## src/rtl/bulls_cows_game.sv

```systemverilog
// Bulls-and-cows round controller: latches a secret, scores guesses one digit per cycle,
// and scans bulls / cows / tries / status onto a 4-digit 7-segment display.
// state | meaning
// IDLE  | no secret loaded yet
// READY | waiting for a guess
// BULL  | exact-position matches counted
// COW   | one guess digit per cycle matched against unused non-bull secret digits
// DONE  | publish score, advance tries, pick outcome
// WON   | every digit matched; held until the next secret load
// LOST  | tries exhausted; held until the next secret load

module sevenSegment (
   input  logic [3:0] i_num,
   output logic [7:0] o_ssd
);
   // active-low segments {dp,g,f,e,d,c,b,a}, decimal point off
   always_comb begin
      o_ssd = 8'hFF;
      case (i_num)
         4'h0: o_ssd = 8'hC0;
         4'h1: o_ssd = 8'hF9;
         4'h2: o_ssd = 8'hA4;
         4'h3: o_ssd = 8'hB0;
         4'h4: o_ssd = 8'h99;
         4'h5: o_ssd = 8'h92;
         4'h6: o_ssd = 8'h82;
         4'h7: o_ssd = 8'hF8;
         4'h8: o_ssd = 8'h80;
         4'h9: o_ssd = 8'h90;
         4'hA: o_ssd = 8'h88;
         4'hB: o_ssd = 8'h83;
         4'hC: o_ssd = 8'hC6;
         4'hD: o_ssd = 8'hA1;
         4'hE: o_ssd = 8'h86;
         default: o_ssd = 8'h8E;
      endcase
   end
endmodule

module bulls_cows_game #(
   parameter int DIGITS    = 4,
   parameter int DIGIT_W   = 4,
   parameter int MAX_TRIES = 8,
   parameter int SCAN_DIV  = 50000
) (
   input  logic                        clk,
   input  logic                        rst_n,
   input  logic [DIGITS*DIGIT_W-1:0]   secret,
   input  logic                        secret_load,
   input  logic [DIGITS*DIGIT_W-1:0]   guess,
   input  logic                        guess_valid,
   output logic                        guess_ready,
   output logic [3:0]                  bulls,
   output logic [3:0]                  cows,
   output logic                        result_valid,
   output logic [3:0]                  tries,
   output logic                        win,
   output logic                        lose,
   output logic [7:0]                  SSD,
   output logic [3:0]                  d
);
   localparam int STEP_W = (DIGITS > 1) ? $clog2(DIGITS) : 1;
   localparam int SCAN_W = (SCAN_DIV > 1) ? $clog2(SCAN_DIV) : 1;

   typedef enum logic [2:0] {IDLE, READY, BULL, COW, DONE, WON, LOST} state_t;

   state_t                      r_state;
   logic [DIGITS*DIGIT_W-1:0]   r_secret;
   logic [DIGITS*DIGIT_W-1:0]   r_guess;
   logic [DIGITS-1:0]           r_bull_mask;
   logic [DIGITS-1:0]           r_used;
   logic [STEP_W-1:0]           r_step;
   logic [3:0]                  r_bull_cnt;
   logic [3:0]                  r_cow_cnt;
   logic [3:0]                  r_bulls;
   logic [3:0]                  r_cows;
   logic [3:0]                  r_tries;
   logic                        r_result_valid;
   logic                        r_win;
   logic                        r_lose;
   logic [SCAN_W-1:0]           r_scan;
   logic [1:0]                  r_dig_idx;

   logic [DIGIT_W-1:0]          w_sec_dig [DIGITS];
   logic [DIGIT_W-1:0]          w_gss_dig [DIGITS];
   logic [DIGITS-1:0]           w_bull_mask;
   logic [3:0]                  w_bull_pop;
   logic                        w_found;
   logic [STEP_W-1:0]           w_match;
   logic [3:0]                  w_tries_nxt;
   logic [3:0]                  w_digit_val;

   always_comb begin
      w_bull_pop = 4'd0;
      for (int k = 0; k < DIGITS; k++) begin
         w_sec_dig[k]   = r_secret[k*DIGIT_W +: DIGIT_W];
         w_gss_dig[k]   = r_guess[k*DIGIT_W +: DIGIT_W];
         w_bull_mask[k] = (w_sec_dig[k] == w_gss_dig[k]);
         w_bull_pop     = w_bull_pop + {3'd0, w_bull_mask[k]};
      end
   end

   // descending scan so the lowest qualifying secret position wins
   always_comb begin
      w_found = 1'b0;
      w_match = '0;
      for (int j = DIGITS - 1; j >= 0; j--) begin
         if (!r_bull_mask[j] && !r_used[j] && (w_sec_dig[j] == w_gss_dig[r_step])) begin
            w_found = 1'b1;
            w_match = STEP_W'(j);
         end
      end
   end

   assign w_tries_nxt = (r_tries >= 4'(MAX_TRIES)) ? r_tries : r_tries + 4'd1;

   always_ff @(posedge clk or negedge rst_n) begin
      if (!rst_n) begin
         r_state        <= IDLE;
         r_secret       <= '0;
         r_guess        <= '0;
         r_bull_mask    <= '0;
         r_used         <= '0;
         r_step         <= '0;
         r_bull_cnt     <= 4'd0;
         r_cow_cnt      <= 4'd0;
         r_bulls        <= 4'd0;
         r_cows         <= 4'd0;
         r_tries        <= 4'd0;
         r_result_valid <= 1'b0;
         r_win          <= 1'b0;
         r_lose         <= 1'b0;
      end else begin
         r_result_valid <= 1'b0;
         if (secret_load) begin
            r_secret <= secret;
            r_state  <= READY;
            r_bulls  <= 4'd0;
            r_cows   <= 4'd0;
            r_tries  <= 4'd0;
            r_win    <= 1'b0;
            r_lose   <= 1'b0;
         end else begin
            case (r_state)
               READY: begin
                  if (guess_valid) begin
                     r_guess <= guess;
                     r_state <= BULL;
                  end
               end
               BULL: begin
                  r_bull_mask <= w_bull_mask;
                  r_bull_cnt  <= w_bull_pop;
                  r_cow_cnt   <= 4'd0;
                  r_used      <= '0;
                  r_step      <= '0;
                  r_state     <= COW;
               end
               COW: begin
                  if (!r_bull_mask[r_step] && w_found) begin
                     r_used[w_match] <= 1'b1;
                     r_cow_cnt       <= r_cow_cnt + 4'd1;
                  end
                  if (r_step == STEP_W'(DIGITS - 1)) r_state <= DONE;
                  else r_step <= r_step + STEP_W'(1);
               end
               DONE: begin
                  r_result_valid <= 1'b1;
                  r_bulls        <= r_bull_cnt;
                  r_cows         <= r_cow_cnt;
                  r_tries        <= w_tries_nxt;
                  if (r_bull_cnt == 4'(DIGITS)) begin
                     r_win   <= 1'b1;
                     r_state <= WON;
                  end else if (w_tries_nxt == 4'(MAX_TRIES)) begin
                     r_lose  <= 1'b1;
                     r_state <= LOST;
                  end else begin
                     r_state <= READY;
                  end
               end
               default: ;
            endcase
         end
      end
   end

   always_ff @(posedge clk or negedge rst_n) begin
      if (!rst_n) begin
         r_scan    <= '0;
         r_dig_idx <= 2'd0;
      end else if (r_scan == SCAN_W'(SCAN_DIV - 1)) begin
         r_scan    <= '0;
         r_dig_idx <= r_dig_idx + 2'd1;
      end else begin
         r_scan    <= r_scan + SCAN_W'(1);
      end
   end

   always_comb begin
      w_digit_val = 4'h1;
      case (r_dig_idx)
         2'd3: w_digit_val = r_bulls;
         2'd2: w_digit_val = r_cows;
         2'd1: w_digit_val = r_tries;
         default: begin
            case (r_state)
               IDLE:    w_digit_val = 4'h0;
               WON:     w_digit_val = 4'hA;
               LOST:    w_digit_val = 4'hF;
               default: w_digit_val = 4'h1;
            endcase
         end
      endcase
   end

   sevenSegment u_seg (
      .i_num (w_digit_val),
      .o_ssd (SSD)
   );

   assign d            = ~(4'b0001 << r_dig_idx);
   assign guess_ready  = (r_state == READY);
   assign bulls        = r_bulls;
   assign cows         = r_cows;
   assign tries        = r_tries;
   assign result_valid = r_result_valid;
   assign win          = r_win;
   assign lose         = r_lose;
endmodule
```

## config.mk

```make
export PLATFORM = sky130hd
export DESIGN_NAME = bulls_cows_game
export DESIGN_NICKNAME = d
export VERILOG_FILES = /design/src/rtl/bulls_cows_game.sv
export SDC_FILE = /design/constraint.sdc
export NUM_CORES = 1
export LEC_CHECK = 0
export CORE_ASPECT_RATIO = 1.75
export CORE_MARGIN = 4
export CORE_UTILIZATION = 47
export CTS_CLUSTER_DIAMETER = 200
export CTS_CLUSTER_SIZE = 40
export DETAILED_ROUTE_END_ITERATION = 12
export GPL_TIMING_DRIVEN = 0
export HOLD_SLACK_MARGIN = 0.02
export PLACE_DENSITY = 0.7
export SYNTH_ARGS = -nofsm -noshare
export SYNTH_HDL_FRONTEND = slang
export SYNTH_SLANG_ARGS = --single-unit
```

## constraint.sdc

```tcl
create_clock -name clk -period 7.9 [get_ports clk]
set_input_delay 2.37 -clock clk [delete_from_list [all_inputs] [get_ports clk]]
set_output_delay 2.37 -clock clk [all_outputs]
set_load 0.005 [all_outputs]
```

Yosys cells after proc, flatten, opt, wreduce, memory -nomap -nowiden
Memory sizes are Yosys's and may differ from the RTL's.
Cells that the tools add are included.

word-level totals
  ROM bits = 112
  flip-flop bits (word level) = 86
  word-level logic and storage cells = 139
  memories kept = 1
  output and inout port bits = 28

cells by class
  add/sub/neg operators = 8
  order comparisons = 5
  shift-type cells = 1
  bitwise gates (word level) = 4
  reductions and logical operators = 32
  multiplexer cells = 46
  eq/ne operators = 26

memories
  name              words  width  read ports  clocked after Yosys merged registers in  write ports  line  RTL
  (name not given)  16     7      1           0                                        0            19    case (i_num)

operator list
  kind                                                                          count
  4-bit 2-to-1 mux                                                              11
  4-bit == test                                                                 8
  4-bit one-hot mux with 3 select lines                                         2
  16-bit by 1-bit adder with 16-bit output, second input constant               1
  16-bit == test, second input constant                                         1
  16-bit 2-to-1 mux                                                             1
  4-bit one-hot mux with 2 select lines                                         2
  1-bit 2-to-1 mux                                                              15
  3-bit 2-to-1 mux                                                              5
  3-bit AND reduction                                                           5
  3-bit one-hot mux with 4 select lines                                         1
  1-bit logical AND                                                             10
  2-bit 2-to-1 mux                                                              5
  3-bit == test, second input constant                                          3
  1-bit zero test                                                               9
  4-bit by 1-bit adder with 4-bit output, second input constant                 2
  4-bit binary-select mux with 2-bit select                                     1
  2-bit nonzero test                                                            4
  2-bit == test, second input constant                                          3
  3-bit by 2-bit == test with 1-bit output, second input constant               2
  2-bit by 3-bit less-than comparator with 1-bit output, second input constant  2
  2-bit inequality test, second input constant                                  3
  3-bit inequality test, second input constant                                  2
  5-bit nonzero test                                                            1
  other kinds (21)                                                              23

Depth between registers and ports, before layout
Gate-level depths: netlist of the first run.

  depth in word-level cells = 17
  gate-level depth with buffers = 9

By module
A second synthesis of the first run with hierarchy kept.

second synthesis, totals
  cells, all modules = 407
  area, all modules = 4,593.2 sq um

modules (own cells, without submodules)
  module           instances  cells an instance  area an instance (sq um)
  bulls_cows_game  1          373                4,306.6
  sevenSegment     1          34                 286.5

Least setup slack after synthesis of the first run
OpenSTA, ideal clock, no wires.

  kind = register -> output
  start point = register r_dig_idx[0]
  end point = output SSD[3]
  cell stages (with the launch flop) = 10
  arrival = 2.276 ns
  data required time = 5.530 ns
  setup slack = 3.254 ns
  path buffers = 1
  cell sequence = dfrtp_1 > inv_1 > ha_1 > buf_1 > a21boi_0 > a21oi_1 > ha_1 > or3_1 > o211ai_1 > o21ai_0

between the ends
  longest elaborated chain between the ends = 3
  elaborated cells between the ends (all ways) = 5
  classes of those cells = eq/ne (3); mux (1); memory (1)

ends and longest elaborated chain
  item                                                                       line  RTL
  from (decl)                                                                82    logic [1:0] r_dig_idx;
  from (signal assigned)                                                     194   r_dig_idx <= r_dig_idx + 2'd1;
  2-bit by 1-bit == test with 1-bit output or 2-bit == test (tied branches)  202   case (r_dig_idx)
  4-bit one-hot mux with 3 select lines (*)                                  202
  memory read 16 x 7 bit (*)                                                 --
  to (decl)                                                                  59    output logic [7:0] SSD,

Every way passes the cells marked *; elsewhere a longest branch is shown, timed or not.

Worst setup path in the final report of the first run
Same ends and word-level chain as after synthesis.

==> implementation parameters, run 1 <==
Parameter                              Value

Status
  Status    finished clean

Logic synthesis
  Async set-reset flop share out of synthesis    100%
  Share of the synthesized area in compound gates (AO/OA/AOI/OAI)    7.71%
  Simple-gate share of the synthesized area    14.3%
  EDFF count, synth    0
  Cell types with the highest counts after synthesis    dfrtp_1 (84), nand2_1 (41), mux2_2 (37), nor2_1 (32), xor2_1 (30)
  Parity-gate share of the synthesized area counting xor and xnor cells    9.51%
  Post-Synthesis Cells    418
  Share of cell area taken by muxes after synthesis    13.2%
  Adder-cell share of the synthesized area    5.43%
  Largest family of logic cells by synthesized area    simple AND/OR/NAND/NOR gates
  Top cell type's share of synthesized area    46.6%
  Cell types with the largest area share after synthesis    dfrtp_1 (47%), mux2_2 (9.2%), xor2_1 (5.8%), ha_1 (5.0%), xnor2_1 (3.7%)
  Sequential-to-total area share from yosys stat    46.6%
  Warning count from the yosys run    0
  Library cell with the largest summed area after synthesis    dfrtp_1
  Mean area per synthesized cell    10.8 um2
  Count of different cell masters after synthesis    47
  Total nets after synthesis    473
  Netlist area before placement    4510 um2
  Seq cells post-synth    84
  Most frequently used flop master after synthesis    dfrtp_1
  Most repeated cell in the gate-level netlist after synthesis    dfrtp_1

Timing
  Min Clock Period, post-route    5850 ps
  Tightest slew margin relative to the limit    52.6%
  RSZ-0062 raised after global routing    false
  Pins over their slew limit    0
  Final worst hold slack    463 ps
  Setup clock skew after layout    5.56 ps
  Number of failing hold endpoints at the final stage    0
  F_max    171 MHz
  Slew of the pin with the lowest slew margin    708 ps
  Fin crit share    74.1%
  Number of setup violations in the final report    0
  Setup_tns    0 ps

Power and ir drop
  Maximum ir drop on the vdd rail    212 uV
  Total power consumption of the routed design    1380 uW
  Power density normalized to cell area    248 nW/um2
  LEAKAGE    0.00235 uW

CTS
  Clock network latency to the later pin of the worst-skew pair    340 ps
  CTS tree    yes
  Post-CTS Resized    0
  Count of clock tree sinks    84
  Post-CTS setup-driven buffer insertion count    0
  Count of hold-fix buffers inserted at cts    0
  Maximum count of clock buffers along a single path    2
  Number of clock buffers inserted by TritonCTS    9
  Clock root buffer    clkbuf_16
  Clock-pin slew on the worst setup and hold paths    60 ps
  Number of H-tree branching levels    3

Global route
  Overall overflow remaining after global route    0
  Pin count of the biggest net entering global routing    55
  First-pass GRT wire length    16200 um
  GRT Overall Usage    18.9%
  Number of antenna violations at the first check in global routing    0
  Number of global-route vias before repair    3462

Placement
  Detail Placement HPWL    7610 um
  IO Port Bufs    60
  Routability congestion estimate    0.820

Min path
  Type of the worst min-delay path    reg2reg

Final layout
  Sequential cell area in the final layout    2100 um2
  Share of cells above drive strength 1    13.3%
  Layout Nets    545
  Area used by multi-input combinational logic    2270 um2
  Layout Area Growth over Synthesis    23.4%
  Diodes inserted    0
  Filler Cells Inserted    837

Routing
  Detailed-route vias per instance    5.42
  Detailed-route via count    3342
  Residual DRC count    0
  Remaining antenna violation count    0
  Detailed-route wire length per cell    15.7 um
  Total wire length    9680 um
  Drt initial violations    195
  Drt first pass iters    4

Floorplanning
  Die area    11300 um2
  Top-level port count    64
  Horiz. Die Dim    82.1 um
  Die height    138 um
  Area of the placeable core    9410 um2
  Site row count    47
  Initial Util    48.0%

Critical path
  Worst Setup Path Type    reg2out
  Maximum fanout encountered on the critical timing path    7
  Required time of the critical path    5530 ps
  Element type at the critical path start    flop
  Category of the worst setup path capture point    primary output
  Critical path arrival    3480 ps

Flow run
  Total of max-cap violations    0
## worst paths after layout
| kind | startpoint | endpoint | slack [ps] | cells past startpoint |
|---|---|---|---|---|
| max in group asynchronous | rst_n | tries[3] | 5330 | 2 |
| min in group asynchronous | rst_n | r_secret[8] | 1970 | 1 |
| setup reg to reg | r_step[0] | r_cow_cnt[1] | 5270 | 7 |
| setup / recovery | r_dig_idx[0] | SSD[3] | 2050 | 10 |
| hold reg to reg | r_scan[0] | r_scan[0] | 460 | 1 |
| hold / removal | r_scan[0] | r_scan[0] | 460 | 1 |
## worst max-delay path, cell delays in order (launching register included)
cell and delay, ps:
dfrtp_1 400, inv_1 140, ha_1 160, buf_1 310
a21boi_0 550, a21oi_1 250, ha_1 320, or3_1 370
o211ai_1 90, o21ai_0 100, clkdlybuf4s50_1 450
## final cells by class
type / count / area share, %
flip-flops and latches: 84 / 37.7
inverters: 16 / 1.08
plain buffers: 17 / 1.41
multi-input cells: 301 / 40.8
well taps: 122 / 2.74
repair buffers: 61 / 11.2
clock buffers: 11 / 4.36
clock inverters: 5 / 0.651
## stage by stage
| step | area, um2 | utilization, % | setup WS, ps | instances |
|---|---|---|---|---|
| finish | 5570 | 59.2 | 2050 | 617 |
| global route | 5570 | 59.2 | 1770 | 617 |
| CTS | 5570 | 59.2 | 2050 | 617 |
| detailed placement | 5290 | 56.3 | 2430 | 601 |
| global placement | 5270 | 56.0 | 1540 | 600 |
| floorplan | 4510 | - | 3250 | 418 |
## layer usage
layer | wire [um] | GRT usage (%) | part of all wire, % | vias to the layer above
met5 | 0 | 0 | 0 | -
met4 | 272 | 8.78 | 2.8 | 0
met3 | 386 | 3.14 | 4.0 | 23
met2 | 5550 | 36.1 | 57 | 88
met1 | 3470 | 19.2 | 36 | 1628
li1 | - | - | - | 1603
## cell usage in the layout, fill, tap and decap left out, types with 7 or more instances in the layout
cell type / instances
xnor2_1: 19
mux2_2: 37
nand3_1: 18
clkbuf_16: 9
a21oi_1: 17
xor2_1: 30
nand2_1: 41
clkdlybuf4s50_1: 59
dfrtp_1: 84
inv_1: 16
o21ai_0: 11
and3_1: 7
ha_1: 18
clkbuf_1: 11
nor2_1: 32
## logic make-up (layout without fill, tap and decap cells)
group,after synthesis,in the layout
flops,84,84
buf+inv,33,110
fa+ha+maj,19,19
simple gates,130,130
compound gates,53,53
xor+xnor,49,49
mux,48,48
other cells,2,2
## where the power goes
| group | switching [uW] | leakage [uW] | internal [uW] |
|---|---|---|---|
| logic | 201 | 0.00115 | 217 |
| registers | 74.6 | 0.00107 | 501 |
| clock network | 169 | 0.000128 | 222 |
| total | 444 | 0.00235 | 940 |
## sequential cells by signal, indices dropped and copies added, names as in the netlist
register,cells
tries,4
r_step,2
bulls,3
cows,4
lose,1
r_scan,16
win,1
result_valid,1
r_used,4
r_state,3
r_guess,16
r_bull_mask,4
r_secret,16
r_dig_idx,2
r_bull_cnt,3
r_cow_cnt,4
Power figures use the tool's default switching activity.
==> run 2, diff against run 1 <==
- PLACE_DENSITY: 0.7 -> 0.73
- clock period: 7.9 -> 4.74 ns (I/O delays scaled with it)
==> implementation parameters, run 2 (synthesis results as in run 1) <==
Parameter                              Value

Status
  Status    finished clean

Global route
  Number of global-route vias before repair    3464
  Pin count of the biggest net entering global routing    62
  First-pass GRT wire length    16400 um
  Number of antenna violations at the first check in global routing    0
  Overall overflow remaining after global route    0
  GRT Overall Usage    19.2%

Routing
  Detailed-route vias per instance    5.43
  Residual DRC count    0
  Total routed wire length on the met1 layer    3680 um
  Drt first pass iters    6
  Detailed-route wire length per cell    16.3 um
  Total wire length    10000 um
  Met2 wire length    5690 um
  Detailed-route via count    3344
  Uppermost layer routed    met4
  Drt initial violations    202
  Met3 routed wirelength    358 um
  Remaining antenna violation count    0

Critical path
  Critical path arrival    3060 ps
  Worst Setup Path Type    reg2out
  Category of the worst setup path capture point    primary output
  Library cell appearing most often on the critical path    ha_1
  Required time of the critical path    3320 ps
  Element type at the critical path start    flop
  Maximum fanout encountered on the critical timing path    7
  Timing startpoint of the critical path    r_dig_idx[0]
  Critical path, cell by cell    inv_1 > ha_1 > a21boi_2 > a21oi_1 > ha_1 > or3_1 > o211ai_1 > o21ai_0 > clkdlybuf4s50_1
  CP max stage delay    460 ps
  Worst reg2reg path startpoint    r_step[1]
  Cell at the slowest stage of the critical path    clkdlybuf4s50_1

Timing
  Min Clock Period, post-route    4490 ps
  Number of failing hold endpoints at the final stage    0
  Slew of the pin with the lowest slew margin    845 ps
  Final worst hold slack    450 ps
  Setup clock skew after layout    6.32 ps
  RSZ-0062 raised after global routing    false
  Number of setup violations in the final report    0
  Pins over their slew limit    0
  F_max    223 MHz
  Tightest slew margin relative to the limit    43.1%
  Fin crit share    94.7%

Placement
  Placement Cell Area    5290 um2
  Routability congestion estimate    0.811
  Detail Placement HPWL    7660 um
  IO Port Bufs    60

CTS
  Maximum count of clock buffers along a single path    2
  Number of H-tree branching levels    3
  Clock-pin slew on the worst setup and hold paths    60 ps
  Number of clock buffers inserted by TritonCTS    9
  Count of clock tree sinks    84
  Post-CTS setup-driven buffer insertion count    0
  Clock root buffer    clkbuf_16
  CTS tree    yes
  Clock network latency to the later pin of the worst-skew pair    340 ps
  Count of hold-fix buffers inserted at cts    0

Min path
  Hold Crit Start    r_scan[0]
  Type of the worst min-delay path    reg2reg

Final layout
  Most frequent standard cell in the layout excluding fill and tap cells    dfrtp_1
  Diodes inserted    0
  Final Util    59.5%
  Filler Cells Inserted    801
  Post-route cell area    5600 um2
  Commonest non-fill, non-tap cells in the layout    dfrtp_1 (84), clkdlybuf4s50_1 (59), nand2_1 (41)
  Layout Nets    544
  Share of cells above drive strength 1    13.8%
  Layout Area Growth over Synthesis    24.1%
  Leading registers by flop count    r_guess x16, r_scan x16, r_secret x16

Floorplanning
  Horiz. Die Dim    82.1 um
  Initial Util    48.0%
  Site row count    47
  Die area    11300 um2
  Area of the placeable core    9410 um2
  Top-level port count    64
  Die height    138 um

Flow run
  Total of max-cap violations    0

Power and ir drop
  Maximum ir drop on the vdd rail    289 uV
  Power density normalized to cell area    425 nW/um2
  LEAKAGE    0.00236 uW
## run 2: power by group
group	switching [uW]	total, uW	internal (uW)	leakage [uW]
combinational	346	709	362	0.00114
sequential	124	959	835	0.00107
clock	274	709	435	0.000149
## run 2: what timing repair did
item / CTS / global route
pin swaps: 0 / 0
endpoints found under the setup margin: 5 / 2
gates resized for setup: 2 / 1
## run 2: layout make-up
type                    count  area [um2]  share of cell area, %
clock buffers              12         256                   4.58
well taps                 122         153                   2.73
clock inverters             4        47.5                  0.849
repair buffers             61         626                   11.2
multi-input cells         301        2280                   40.7
inverters                  16        60.1                   1.07
plain buffers              16        75.1                   1.34
flip-flops and latches     84        2100                   37.5
## run 2: layer usage
metal,GRT usage [%],up-vias
met1,20.1,1648
met2,36.1,86
met3,2.81,17
met4,9.15,0
met5,0,-
li1,-,1593
## run 2: critical path, delay by kind of cell (launching register included)
family	cells	cell delay [ps]
compound gates	4	690
fa+ha+maj	2	650
buf+inv	2	610
flops	1	400
simple gates	1	370
## run 2: final timing paths
| path | endpoint | slack [ps] | cells past startpoint |
|---|---|---|---|
| setup / recovery | SSD[3] | 250 | 9 |
| hold / removal | r_scan[0] | 450 | 1 |
| setup reg to reg | r_cow_cnt[2] | 2010 | 8 |
| hold reg to reg | r_scan[0] | 450 | 1 |
| max in group asynchronous | r_bull_mask[0] | 3160 | 2 |
| min in group asynchronous | r_scan[1] | 990 | 1 |
## run 2: per-stage QoR
stage               TNS (ps)  cells  power (uW)  worst slack [ps]
finish                     0    616        2380               253
global route               0    616        2500              22.6
CTS                        0    617        2390               107
detailed placement         0    601        1670               179
global placement      -54300    600        1640              -651
floorplan                  0    418        1460              1040
==> run 3, diff against run 2 <==
- SKIP_CTS_REPAIR_TIMING: unset -> 1
==> implementation parameters, run 3 (synthesis results as in run 1) <==
Parameter                              Value

Global route
  GRT Overall Usage    19.2%
  Overall overflow remaining after global route    0
  Number of global-route vias before repair    3464
  Layer with the highest usage after global routing    met2
  First-pass GRT wire length    16400 um
  Met2 Usage GRT    36.1%
  Pin count of the biggest net entering global routing    62
  Global routing usage on met3    2.81%
  Number of antenna violations at the first check in global routing    0
  Global routing met1 resource utilization    20.1%

Critical path
  Timing startpoint of the critical path    r_dig_idx[0]
  FF-to-FF setup slack    2010 ps
  Cell at the slowest stage of the critical path    clkdlybuf4s50_1
  Critical path, cell by cell    inv_1 > ha_1 > clkbuf_2 > a21boi_2 > a21oi_1 > ha_1 > or3_1 > o211ai_1 > o21ai_0 > clkdlybuf4s50_1
  Category of the worst setup path capture point    primary output
  Critical R2R Capture    r_cow_cnt[2]
  Critical path arrival    3050 ps
  CP max stage delay    460 ps
  Required time of the critical path    3320 ps
  Maximum fanout encountered on the critical timing path    7
  Count of cells along the worst register-to-register path    8
  Element type at the critical path start    flop
  Worst Setup Path Type    reg2out
  Library cell appearing most often on the critical path    ha_1
  Worst reg2reg path startpoint    r_step[1]

Status
  Status    finished clean

Min path
  Hold path cells    1
  Worst hold path endpoint    r_scan[0]
  Type of the worst min-delay path    reg2reg
  Hold Crit Start    r_scan[0]

Final layout
  Share of cells above drive strength 1    13.9%
  Fin cells    617
  Area used by multi-input combinational logic    2280 um2
  Sequential cell area in the final layout    2100 um2
  Final Util    59.6%
  Diodes inserted    0
  Most frequent standard cell in the layout excluding fill and tap cells    dfrtp_1
  Commonest non-fill, non-tap cells in the layout    dfrtp_1 (84), clkdlybuf4s50_1 (59), nand2_1 (41)
  Layout Area Growth over Synthesis    24.2%
  Layout Nets    545
  Filler Cells Inserted    802
  Leading registers by flop count    r_guess x16, r_scan x16, r_secret x16

Power and ir drop
  LEAKAGE    0.00237 uW
  Power density normalized to cell area    424 nW/um2
  Total power consumption of the routed design    2380 uW
  Maximum ir drop on the vdd rail    289 uV

Floorplanning
  Top-level port count    64
  Site row count    47
  Die height    138 um
  Horiz. Die Dim    82.1 um
  Area of the placeable core    9410 um2
  Die area    11300 um2
  Initial Util    48.0%

Timing
  Number of failing hold endpoints at the final stage    0
  Setup clock skew after layout    6.38 ps
  Slew of the pin with the lowest slew margin    835 ps
  Pins over their slew limit    0
  Number of setup violations in the final report    0
  Min Clock Period, post-route    4470 ps
  Tightest slew margin relative to the limit    43.8%
  Fin crit share    94.3%
  Slack of the critical path    268 ps
  Setup_tns    0 ps
  F_max    224 MHz
  RSZ-0062 raised after global routing    false

Routing
  Drt first pass iters    6
  Drt initial violations    193
  Detailed-route vias per instance    5.45
  Residual DRC count    0
  Total wire length    10000 um
  Detailed-route wire length per cell    16.3 um
  Remaining antenna violation count    0
  Detailed-route via count    3361

CTS
  Number of H-tree branching levels    3
  Clock root buffer    clkbuf_16
  Maximum count of clock buffers along a single path    2
  Clock-pin slew on the worst setup and hold paths    60 ps
  Clock network latency to the later pin of the worst-skew pair    340 ps
  Number of clock buffers inserted by TritonCTS    9
  CTS tree    yes
  Count of clock tree sinks    84

Placement
  # placed instances    601
  IO Port Bufs    60
  Routability congestion estimate    0.811
  Detail Placement HPWL    7660 um
  Pre-CTS setup slack    179 ps

Flow run
  Total of max-cap violations    0
-- run 3: final cells by class --
type,count,share of cell area [%]
multi-input cells,301,40.7
flip-flops and latches,84,37.5
repair buffers,61,11.2
clock buffers,12,4.58
well taps,122,2.72
plain buffers,17,1.43
inverters,16,1.07
clock inverters,4,0.848
-- run 3: through the flow --
stage / hold slack [ps] / instance area, um2
2_1_floorplan: 425 / 4510
3_3_place_gp: 439 / 5270
3_5_place_dp: 446 / 5290
4_1_cts: 454 / 5600
5_1_grt: 490 / 5610
6_report: 450 / 5610
-- run 3: worst max-delay path, delay by kind of cell (launching register included) --
kind                       cells  cell delay [ps]
buffers and inverters          3              810
AOI/OAI and AO/OA              4              680
adders and majority gates      2              460
DFF                            1              400
and+or+nand+nor                1              370
-- run 3: where the power goes --
part | switching, uW | total (uW) | internal (uW)
logic | 345 | 707 | 363
clock network | 273 | 708 | 435
registers | 125 | 959 | 835
-- run 3: per-layer routing --
metal | share of wire (%) | wire (um) | vias up
met5 | 0 | 0 | -
met4 | 3.0 | 306 | 0
met3 | 3.5 | 353 | 19
met2 | 57 | 5690 | 88
met1 | 37 | 3690 | 1663
li1 | - | - | 1591
-- run 3: how the worst max path moves through the flow --
stage,to,slack (ps),cells after the start
after CTS,SSD[3],-190,10
after floorplan,SSD[3],1040,9
after detailed placement,SSD[3],180,10
final,SSD[3],270,10
after global routing,SSD[3],20,10
after global placement,r_state[1],-650,1
